==> config.mk <==
export PLATFORM = sky130hd
export DESIGN_NAME = buffer_write_loader
export DESIGN_NICKNAME = d
export VERILOG_FILES = /design/src/rtl/buf_pkg.sv /design/src/rtl/buf_addr_gen.sv /design/src/rtl/buffer_write_loader.sv
export SDC_FILE = /design/constraint.sdc
export NUM_CORES = 1
export LEC_CHECK = 0
export CORE_AREA = 5 5 129 131
export CTS_CLUSTER_SIZE = 24
export DETAILED_ROUTE_END_ITERATION = 12
export DIE_AREA = 0 0 134 136
export DONT_BUFFER_PORTS = 1
export HOLD_SLACK_MARGIN = 0.1
export PLACE_DENSITY_LB_ADDON = 0.2
export SLEW_MARGIN = 20
export SYNTH_ARGS = -nofsm -noshare
export SYNTH_HDL_FRONTEND = slang
export SYNTH_HIERARCHICAL = 1
export SYNTH_SLANG_ARGS = --single-unit
==> constraint.sdc <==
create_clock -name w_clk -period 3.9 [get_ports w_clk]
set_input_delay 0.78 -clock w_clk [delete_from_list [all_inputs] [get_ports w_clk]]
set_output_delay 0.78 -clock w_clk [all_outputs]
set_load 0.01 [all_outputs]
==> src/rtl/buf_pkg.sv <==
// Shared definitions for the bank-parallel activation buffer (write and read sides).
package buf_pkg;

  typedef enum logic [1:0] {
    ST_IDLE = 2'd0,
    ST_FILL = 2'd1,
    ST_DONE = 2'd2
  } buf_state_e;

  localparam int BUF_ADDR_W     = 14;
  localparam int BUF_ARRAY_SIZE = 9;
  localparam int BUF_DATA_SIZE  = 16;

endpackage

==> src/rtl/buf_addr_gen.sv <==
// Bank-index and offset counters that sequence writes across the buffer banks.
// With BUF_WR_INTERLEAVE_EN defined the bank counter is the inner counter; otherwise the offset counter is.
module buf_addr_gen
  import buf_pkg::*;
#(
  parameter int ARRAY_SIZE = BUF_ARRAY_SIZE,
  parameter int ADDR_W     = BUF_ADDR_W
) (
  input  logic                  w_clk,
  input  logic                  rst_n,
  input  logic                  clear,
  input  logic                  advance,
  input  logic [ADDR_W-1:0]     base_addr,
  input  logic [ADDR_W:0]       words_per_bank,
  output logic [ARRAY_SIZE-1:0] bank_oh,
  output logic [ADDR_W-1:0]     addr,
  output logic                  last
);

  localparam int BANK_W = (ARRAY_SIZE > 1) ? $clog2(ARRAY_SIZE) : 1;

  logic [BANK_W-1:0] bank_r;
  logic [ADDR_W-1:0] off_r;
  logic [ADDR_W:0]   wpb_m1_s;
  logic              bank_last_s;
  logic              off_last_s;

  assign wpb_m1_s    = words_per_bank - (ADDR_W+1)'(1);
  assign bank_last_s = (bank_r == BANK_W'(ARRAY_SIZE - 1));
  assign off_last_s  = ({1'b0, off_r} == wpb_m1_s);

  assign bank_oh = ARRAY_SIZE'(1) << bank_r;
  assign addr    = base_addr + off_r;
  assign last    = bank_last_s & off_last_s;

  // Counter update: inner counter wraps and carries into the outer one.
  always_ff @(posedge w_clk or negedge rst_n) begin
    if (!rst_n) begin
      bank_r <= '0;
      off_r  <= '0;
    end else if (clear) begin
      bank_r <= '0;
      off_r  <= '0;
    end else if (advance) begin
`ifdef BUF_WR_INTERLEAVE_EN
      if (bank_last_s) begin
        bank_r <= '0;
        off_r  <= off_r + ADDR_W'(1);
      end else begin
        bank_r <= bank_r + BANK_W'(1);
      end
`else
      if (off_last_s) begin
        off_r  <= '0;
        bank_r <= bank_r + BANK_W'(1);
      end else begin
        off_r  <= off_r + ADDR_W'(1);
      end
`endif
    end
  end

endmodule

==> src/rtl/buffer_write_loader.sv <==
// Write-side loader: turns a valid/ready word stream into per-bank RAM write strobes.
// Optional macro BUF_WR_INTERLEAVE_EN selects bank-interleaved instead of bank-major order.
module buffer_write_loader
  import buf_pkg::*;
#(
  parameter int ARRAY_SIZE = BUF_ARRAY_SIZE,
  parameter int DATA_SIZE  = BUF_DATA_SIZE,
  parameter int ADDR_W     = BUF_ADDR_W
) (
  input  logic                            w_clk,
  input  logic                            rst_n,
  input  logic                            start,
  input  logic [ADDR_W-1:0]               base_addr,
  input  logic [ADDR_W:0]                 words_per_bank,
  input  logic                            s_valid,
  output logic                            s_ready,
  input  logic [DATA_SIZE-1:0]            s_data,
  output logic [ARRAY_SIZE-1:0]           ena,
  output logic [ARRAY_SIZE-1:0]           wea,
  output logic [ADDR_W*ARRAY_SIZE-1:0]    addra,
  output logic [DATA_SIZE*ARRAY_SIZE-1:0] dina,
  output logic                            busy,
  output logic                            done
);

  buf_state_e                      state_r;
  buf_state_e                      state_nxt_s;
  logic [ADDR_W-1:0]               base_r;
  logic [ADDR_W:0]                 wpb_r;
  logic                            start_acc_s;
  logic                            hs_s;
  logic [ARRAY_SIZE-1:0]           bank_oh_s;
  logic [ADDR_W-1:0]               addr_s;
  logic                            last_s;
  logic                            s_ready_r;
  logic                            busy_r;
  logic                            done_r;
  logic [ARRAY_SIZE-1:0]           ena_r;
  logic [ADDR_W*ARRAY_SIZE-1:0]    addra_r;
  logic [DATA_SIZE*ARRAY_SIZE-1:0] dina_r;

  assign start_acc_s = start && (state_r == ST_IDLE);
  assign hs_s        = s_valid && s_ready_r;

  buf_addr_gen #(
    .ARRAY_SIZE (ARRAY_SIZE),
    .ADDR_W     (ADDR_W)
  ) u_addr_gen (
    .w_clk          (w_clk),
    .rst_n          (rst_n),
    .clear          (start_acc_s),
    .advance        (hs_s),
    .base_addr      (base_r),
    .words_per_bank (wpb_r),
    .bank_oh        (bank_oh_s),
    .addr           (addr_s),
    .last           (last_s)
  );

  // Next-state decode.
  always_comb begin
    state_nxt_s = state_r;
    case (state_r)
      ST_IDLE: begin
        if (start) begin
          state_nxt_s = (words_per_bank == '0) ? ST_DONE : ST_FILL;
        end else begin
          state_nxt_s = ST_IDLE;
        end
      end
      ST_FILL: begin
        if (hs_s && last_s) begin
          state_nxt_s = ST_DONE;
        end else begin
          state_nxt_s = ST_FILL;
        end
      end
      ST_DONE: state_nxt_s = ST_IDLE;
      default: state_nxt_s = ST_IDLE;
    endcase
  end

  // State, latched fill parameters and status outputs (decoded from next state so they align with state_r).
  always_ff @(posedge w_clk or negedge rst_n) begin
    if (!rst_n) begin
      state_r   <= ST_IDLE;
      base_r    <= '0;
      wpb_r     <= '0;
      s_ready_r <= 1'b0;
      busy_r    <= 1'b0;
      done_r    <= 1'b0;
    end else begin
      state_r   <= state_nxt_s;
      s_ready_r <= (state_nxt_s == ST_FILL);
      busy_r    <= (state_nxt_s != ST_IDLE);
      done_r    <= (state_nxt_s == ST_DONE);
      if (start_acc_s) begin
        base_r <= base_addr;
        wpb_r  <= words_per_bank;
      end
    end
  end

  // Write port registers: strobe for one cycle per handshake, address/data hold between writes.
  always_ff @(posedge w_clk or negedge rst_n) begin
    if (!rst_n) begin
      ena_r   <= '0;
      addra_r <= '0;
      dina_r  <= '0;
    end else if (hs_s) begin
      ena_r   <= bank_oh_s;
      addra_r <= {ARRAY_SIZE{addr_s}};
      dina_r  <= {ARRAY_SIZE{s_data}};
    end else begin
      ena_r   <= '0;
    end
  end

  assign s_ready = s_ready_r;
  assign busy    = busy_r;
  assign done    = done_r;
  assign ena     = ena_r;
  assign wea     = ena_r;
  assign addra   = addra_r;
  assign dina    = dina_r;

endmodule

==> qor.txt, run 1 <==
Hold Path Class = input pin to asynchronous set/reset pin
dpl hpwl = 9510 um
vias per std cell = 5.41
die height = 136 um
Yosys top cell by area = dfrtp_1
Die X = 134 um
FF+latch area = 2280 um2
minimum clock period = 2.78 ns
post-synthesis register bit count = 91
max_slew headroom = 31.8%
routed wire length = 12900 um
maximum fanout along the worst path = 7
clock transition at the registers of the reported paths = 0.07 ns
top post-synthesis cells by area = dfrtp_1 34%, buf_4 28%, mux2_2 9.6%
type of origin of the critical path = flop
RePlAce Congestion = 0.844
grt total ovfl = 0
initial antenna violation count = 1
Port-buffer cells = 0
Crit-path slowest cell = or4_4
Die ar. = 18200 um2
vias in the first global route = 3554
CTS Hold Bufs = 0
CP Cell Sequence = or4_4 > or4_1 > a211o_1 > and2_4 > nor4b_2 > mux2_1
Slew Limit Fails = 0
Ant. Diodes = 0
sequential group share of total power = 53.2%
Clk pwr share = 23.5%
TritonCTS clock tree = yes
core area = 15500 um2
antenna-violating nets left = 0
GRT Overall Usage = 14.4%
Gate power share = 23.2%
num ports = 340
final-report setup violation count = 0
layout cells sized above 1 = 19.4%
Post-CTS Resized = 0
Pleak = 2.27 nW
Final Hold Violating Endpoints = 0
Cell Pwr Density = 750 nW/um2
sw frac = 44.3%
Clock Root Buffer = clkbuf_16
run status = completed
most common cell in the synthesized netlist = buf_4
Post-synth EDFFs = 0
syn_nets = 744
final core utilization = 34.5%
skew final = 0.00700 ns
fill cell count = 1524
Post-DP Area = 5030 um2
slowest stage delay, CP = 0.59 ns
CTS buffer count = 9
average wire per standard cell = 20.6 um
Synth top area share = 34.0%
htree depth = 3
initial core utilization = 43.3%
Site Rows = 46
Post CTS Setup Buffer Count = 0
DR vias = 3377
DRC = 0
Max Cap Viol = 0
Detailed Routing Iterations Pass 1 = 4
Crit Path Class = flop to flop
Final Cycle Share = 71.3%
yosys warns = 6
Max Fclk = 0.360 GHz
Synth Cell Area = 6700 um2
CP endpoint kind = flop
Switching Power = 1.78 mW
async set or reset register ratio after synthesis = 100%
post-synthesis cell type count = 56
Worst Tran Pin Value = 1.02 ns
Worst Path Required = 4.13 ns
first-pass GRT wire length = 20400 um
Cells after Synth = 673
clk sink count = 91
maximum number of pins on one net before global-route repair = 92
Multi-input gate area = 2430 um2
Seq/Total Area, Yosys = 34.0%
Layout Area Growth over Synthesis = -20.2%
IR drop worst, VDD = 302 uV
tightest hold margin = 0.122 ns
Final #Nets = 498
total power = 4.01 mW
Post-synth top flop = dfrtp_1
RSZ-0062 raised after global routing = false
Internal Power = 2.24 mW
Syn Area/Cell = 9.96 um2
Longest Clk Path Bufs = 2
post-route cell area = 5350 um2
Clk Latency, worst-skew pair = 0.35 ns
DRT iter0 DRCs = 145
Crit path arrival time = 3.01 ns
top post-synthesis cells by count = 249 x buf_4, 91 x dfrtp_1, 57 x mux2_2, 24 x nor3_1, 24 x xnor2_1
Post-Route Setup TNS = 0 ns
-- worst paths after layout --
check	to	depth (start not counted)	startpoint	slack, ns
worst max-delay path	u_addr_gen/bank_r[3]$_DFFE_PN0P_	6	wpb_r[2]$_DFFE_PN0P_	1.12
worst min-delay path	wpb_r[13]$_DFFE_PN0P_	0	rst_n	0.12
worst max register to register	u_addr_gen/bank_r[3]$_DFFE_PN0P_	6	wpb_r[2]$_DFFE_PN0P_	1.12
worst min register to register	base_r[11]$_DFFE_PN0P_	1	base_r[11]$_DFFE_PN0P_	0.52
max in group asynchronous	addra[121]$_DFFE_PN0N_	0	rst_n	3.66
min in group w_clk	base_r[11]$_DFFE_PN0P_	1	base_r[11]$_DFFE_PN0P_	0.52
-- through the flow --
stage                     worst slack (ns)  instances
final                                 1.12        624
after global routing                 0.965        624
after CTS                             1.12        624
after detailed placement              1.14        608
after global placement                1.17        608
after floorplan                       1.24        673
-- state kept, by name, summed over array words and instances, names as in the netlist, 2 cells and up --
signal / count
addra: 14
base_r: 14
dina: 16
ena: 9
state_r: 2
u_addr_gen/bank_r: 4
u_addr_gen/off_r: 14
wpb_r: 15
-- critical path: cells and delay by family (launching register included) --
| kind | cells | cell delay [ns] |
|---|---|---|
| simple gates | 4 | 1.54 |
| flops | 1 | 0.45 |
| mux | 1 | 0.35 |
| compound gates | 1 | 0.32 |
-- layer usage --
metal / part of all wire [%] / GRT usage, % / routed length (um) / vias up
met1: 45 / 18.9 / 5730 / 1684
met5: 0.15 / 0 / 19 / -
li1: - / - / - / 1554
met3: 5.8 / 3.59 / 744 / 17
met2: 48 / 22.9 / 6140 / 120
met4: 1.7 / 5.37 / 222 / 2
-- area by class of cell --
type / instances / area share (%)
Clock buffer: 10 / 4.28
Multi-Input combinational cell: 306 / 45.4
Inverter: 16 / 1.12
Sequential cell: 91 / 42.6
Tap cell: 192 / 4.49
Timing Repair Buffer: 3 / 0.421
Clock inverter: 6 / 1.68
-- kinds of logic (layout without fill, tap and decap cells) --
family	after synthesis	after routing	share of synthesized area, %
AOI/OAI and AO/OA	54	54	5.60
xor gates and xnor gates	41	41	5.36
adders and majority gates	22	22	4.22
buffers and inverters	276	35	29.8
DFF	91	91	34.0
muxes	62	62	10.4
and+or+nand+nor	127	127	10.7
-- placed cells by master (no fill, tap or decap), types with 3 or more instances in the layout --
cell type and count:
ha_1 21, buf_4 3, mux2_1 3, o31ai_1 4, o32ai_1 3, nor4_1 6, nand3_1 7, nor2b_1 5
o21a_1 4, inv_1 16, or3_1 5, o21ai_0 5, xor2_1 17, or2_2 3, xnor2_1 24, nor2_1 17
and3_1 12, nor3_1 24, a21oi_1 13, and4_1 4, nand4_1 6, a21o_1 3, a31oi_1 5, nand2_1 20
and2_1 6, dfrtp_1 91, mux2_2 57, clkbuf_16 9
-- power by group through the flow --
stage,registers [mW],logic [mW],clock network [mW]
after CTS,2.15,0.948,0.979
after detailed placement,2.17,0.941,0
after global placement,2.16,0.926,0
final,2.14,0.933,0.944
after floorplan,1.57,2.34,0
after global routing,2.25,1.06,1.01
No activity file was read; power rests on OpenSTA's default activity.
==> inputs of run 2 (changes only) <==
CORE_AREA = 5 5 130 132   (was 5 5 129 131)
DIE_AREA = 0 0 135 137   (was 0 0 134 136)
clock period = 2.3 ns   (was 3.9 ns; I/O delays follow)
==> run 2 against run 1 <==
  * The flow now finishes with violations (negative hold slack, negative setup slack)
  * Count of clock-buffer cells in the layout is 1 higher
  * First-iteration DRC count is 25% lower
  * Combinational power grew to 2.6 times the previous value
  * Worst hold slack worse by 0.31 ns
  * Die area is 1.5% higher
  * Final cell count is 14% higher
  * Design area is 15% higher
  * Clock skew is 0.0025 ns lower
  * Critical path type unchanged
==> qor.txt, run 2 (synthesis gave the netlist of run 1 again) <==
run status = finished, violations left
failing checks = negative hold slack, negative setup slack
Hold Path Class = input pin to asynchronous set/reset pin
Ant. Diodes = 0 (unchanged)
type of origin of the critical path = flop
CTS buffer count = 9 (unchanged)
Clk Latency, worst-skew pair = 0.34 ns (about the same)
Final Cycle Share = 111% (+39 points)
max_slew headroom = 35.3% (+3.5 points)
fin cells = 714 (+14%)
Crit Path Class = flop to flop
first-pass GRT wire length = 21500 um (+5.2%)
most frequent cells in the layout = 91 x dfrtp_1, 65 x buf_4, 57 x mux2_2
DP Cell Count = 695 (+14%)
core area = 15600 um2 (+0.74%)
most common cell after layout, fill and taps aside = dfrtp_1
vias per std cell = 5.11 (-5.6%)
maximum number of pins on one net before global-route repair = 92 (unchanged)
final core utilization = 39.4% (+4.8 points)
Port-buffer cells = 0 (unchanged)
Setup WS pre-CTS = -0.230 ns (-1.37 ns)
TritonCTS clock tree = yes
CP Cell Sequence = or4_4 > or4_4 > a211o_1 > and2_4 > nor4b_4 > mux2_1
htree depth = 3 (unchanged)
Post-Route Setup TNS = -2.88 ns (-2.88 ns)
maximum fanout along the worst path = 4 (-3)
DRT iter0 DRCs = 109 (-25%)
Pleak = 2.69 nW (+18%)
IR drop worst, VDD = 469 uV (+55%)
Final #Nets = 564 (+13%)
Slew Limit Fails = 0 (unchanged)
FF-to-FF Start = wpb_r[3]$_DFFE_PN0P_
Max Cap Viol = 0 (unchanged)
Longest Clk Path Bufs = 2 (unchanged)
cells on worst reg2reg path = 6 (unchanged)
Final Hold Violating Endpoints = 91 (+91)
vias in the first global route = 3929 (+11%)
final-report setup violation count = 22 (+22)
DRC = 0 (unchanged)
Worst Tran Pin Value = 0.971 ns (-0.0518 ns)
reg-to-reg slack, setup = -0.24 ns (-1.36 ns)
Top cell by count, worst path = or4_4
clock transition at the registers of the reported paths = 0.06 ns (about the same)
antenna-violating nets left = 0 (unchanged)
layout cells sized above 1 = 37.8% (+18 points)
slowest stage delay, CP = 0.55 ns (-0.04 ns)
num ports = 340 (unchanged)
Clock Root Buffer = clkbuf_16
dpl hpwl = 10100 um (+6.0%)
CP endpoint kind = flop
average wire per standard cell = 18.8 um (-8.9%)
clk sink count = 91 (unchanged)
Cell Pwr Density = 1250 nW/um2 (+66%)
Die X = 135 um (+0.75%)
Die ar. = 18500 um2 (+1.5%)
Site Rows = 46 (unchanged)
initial core utilization = 43.0% (-0.32 points)
Layout Area Growth over Synthesis = -8.36%
RSZ-0062 raised after global routing = true
Crit-path slowest cell = or4_4
initial antenna violation count = 0 (-1)
routed wire length = 13400 um (+4.3%)
Max Fclk = 0.393 GHz (+9.3%)
Detailed Routing Iterations Pass 1 = 4 (unchanged)
GRT Overall Usage = 14.7% (+0.36 points)
RePlAce Congestion = 0.808 (-4.2%)
fin worst setup slack = -0.245 ns (-1.36 ns)
RR Endpoint = u_addr_gen/bank_r[3]$_DFFE_PN0P_
Worst Path Required = 2.53 ns (-1.60 ns)
minimum clock period = 2.54 ns (-0.236 ns)
tightest hold margin = -0.190 ns (-0.312 ns)
skew final = 0.00450 ns (-0.00250 ns)
Largest register FFs = 16 (unchanged)
grt total ovfl = 0 (unchanged)
die height = 137 um (+0.74%)
DR vias = 3646 (+8.0%)
Crit path arrival time = 2.77 ns (-0.24 ns)
[run 2: cell types whose count changed in the layout (fill, tap and decap cells not counted), moves of 3 or more]
cell	change
ha_1	-4
nor3_2	+4
nand2_1	-4
buf_6	+4
buf_4	+62
o32ai_2	+3
o32ai_1	-3
nand2_2	+3
o21ai_0	-3
nor3_1	-6
o21ai_2	+3
[run 2: worst max-delay path by stage]
stage	startpoint	slack (ns)	cells after the start	endpoint
after floorplan	wpb_r[3]$_DFFE_PN0P_	-0.14	6	u_addr_gen/bank_r[3]$_DFFE_PN0P_
after global placement	wpb_r[0]$_DFFE_PN0P_	-0.17	9	u_addr_gen/bank_r[3]$_DFFE_PN0P_
after detailed placement	wpb_r[0]$_DFFE_PN0P_	-0.23	9	u_addr_gen/bank_r[3]$_DFFE_PN0P_
after CTS	wpb_r[3]$_DFFE_PN0P_	-0.20	8	u_addr_gen/bank_r[3]$_DFFE_PN0P_
after global routing	wpb_r[3]$_DFFE_PN0P_	-0.30	6	u_addr_gen/bank_r[3]$_DFFE_PN0P_
final	wpb_r[3]$_DFFE_PN0P_	-0.24	6	u_addr_gen/bank_r[3]$_DFFE_PN0P_
[run 2: power breakdown]
group	switching [mW]	internal, mW
sequential	1.50	1.98
combinational	1.08	1.37
clock	0.625	1.09
[run 2: area by class of cell]
class / count / area (um2)
inverters: 16 / 60.1
clock buffers: 11 / 243
repair buffers: 69 / 533
flip-flops and latches: 91 / 2280
fillers: 1517 / 9450
multi-input cells: 306 / 2660
well taps: 216 / 270
clock inverters: 5 / 100
[run 2: metal layers]
metal,wire length [um],vias to the layer above,track usage (%)
li1,-,1680,-
met1,5910,1825,19.4
met2,6550,124,23.9
met3,719,17,3.24
met4,225,0,5.43
met5,0,-,0
[run 2: worst max-delay path: cells and delay by family (launching register included)]
| family | cells | cell delay (ns) |
|---|---|---|
| AO/OA/AOI/OAI | 1 | 0.30 |
| flip-flops | 1 | 0.43 |
| multiplexers | 1 | 0.34 |
| AND/OR/NAND/NOR | 4 | 1.35 |
[run 2: through the flow]
| stage | cell area (um2) | power (mW) |
|---|---|---|
| after floorplan | 6720 | 6.63 |
| after global placement | 5550 | 5.71 |
| after detailed placement | 5550 | 5.75 |
| after CTS | 5980 | 7.56 |
| after global routing | 6140 | 8.23 |
| final | 6140 | 7.65 |
[run 2: timing repair]
item	in CTS	in global routing
setup endpoints to repair	25	25
gates resized for setup	21	29
gates cloned	1	0
endpoints found under the hold margin	91	91
buffers inserted	0	2
pin swaps	3	15
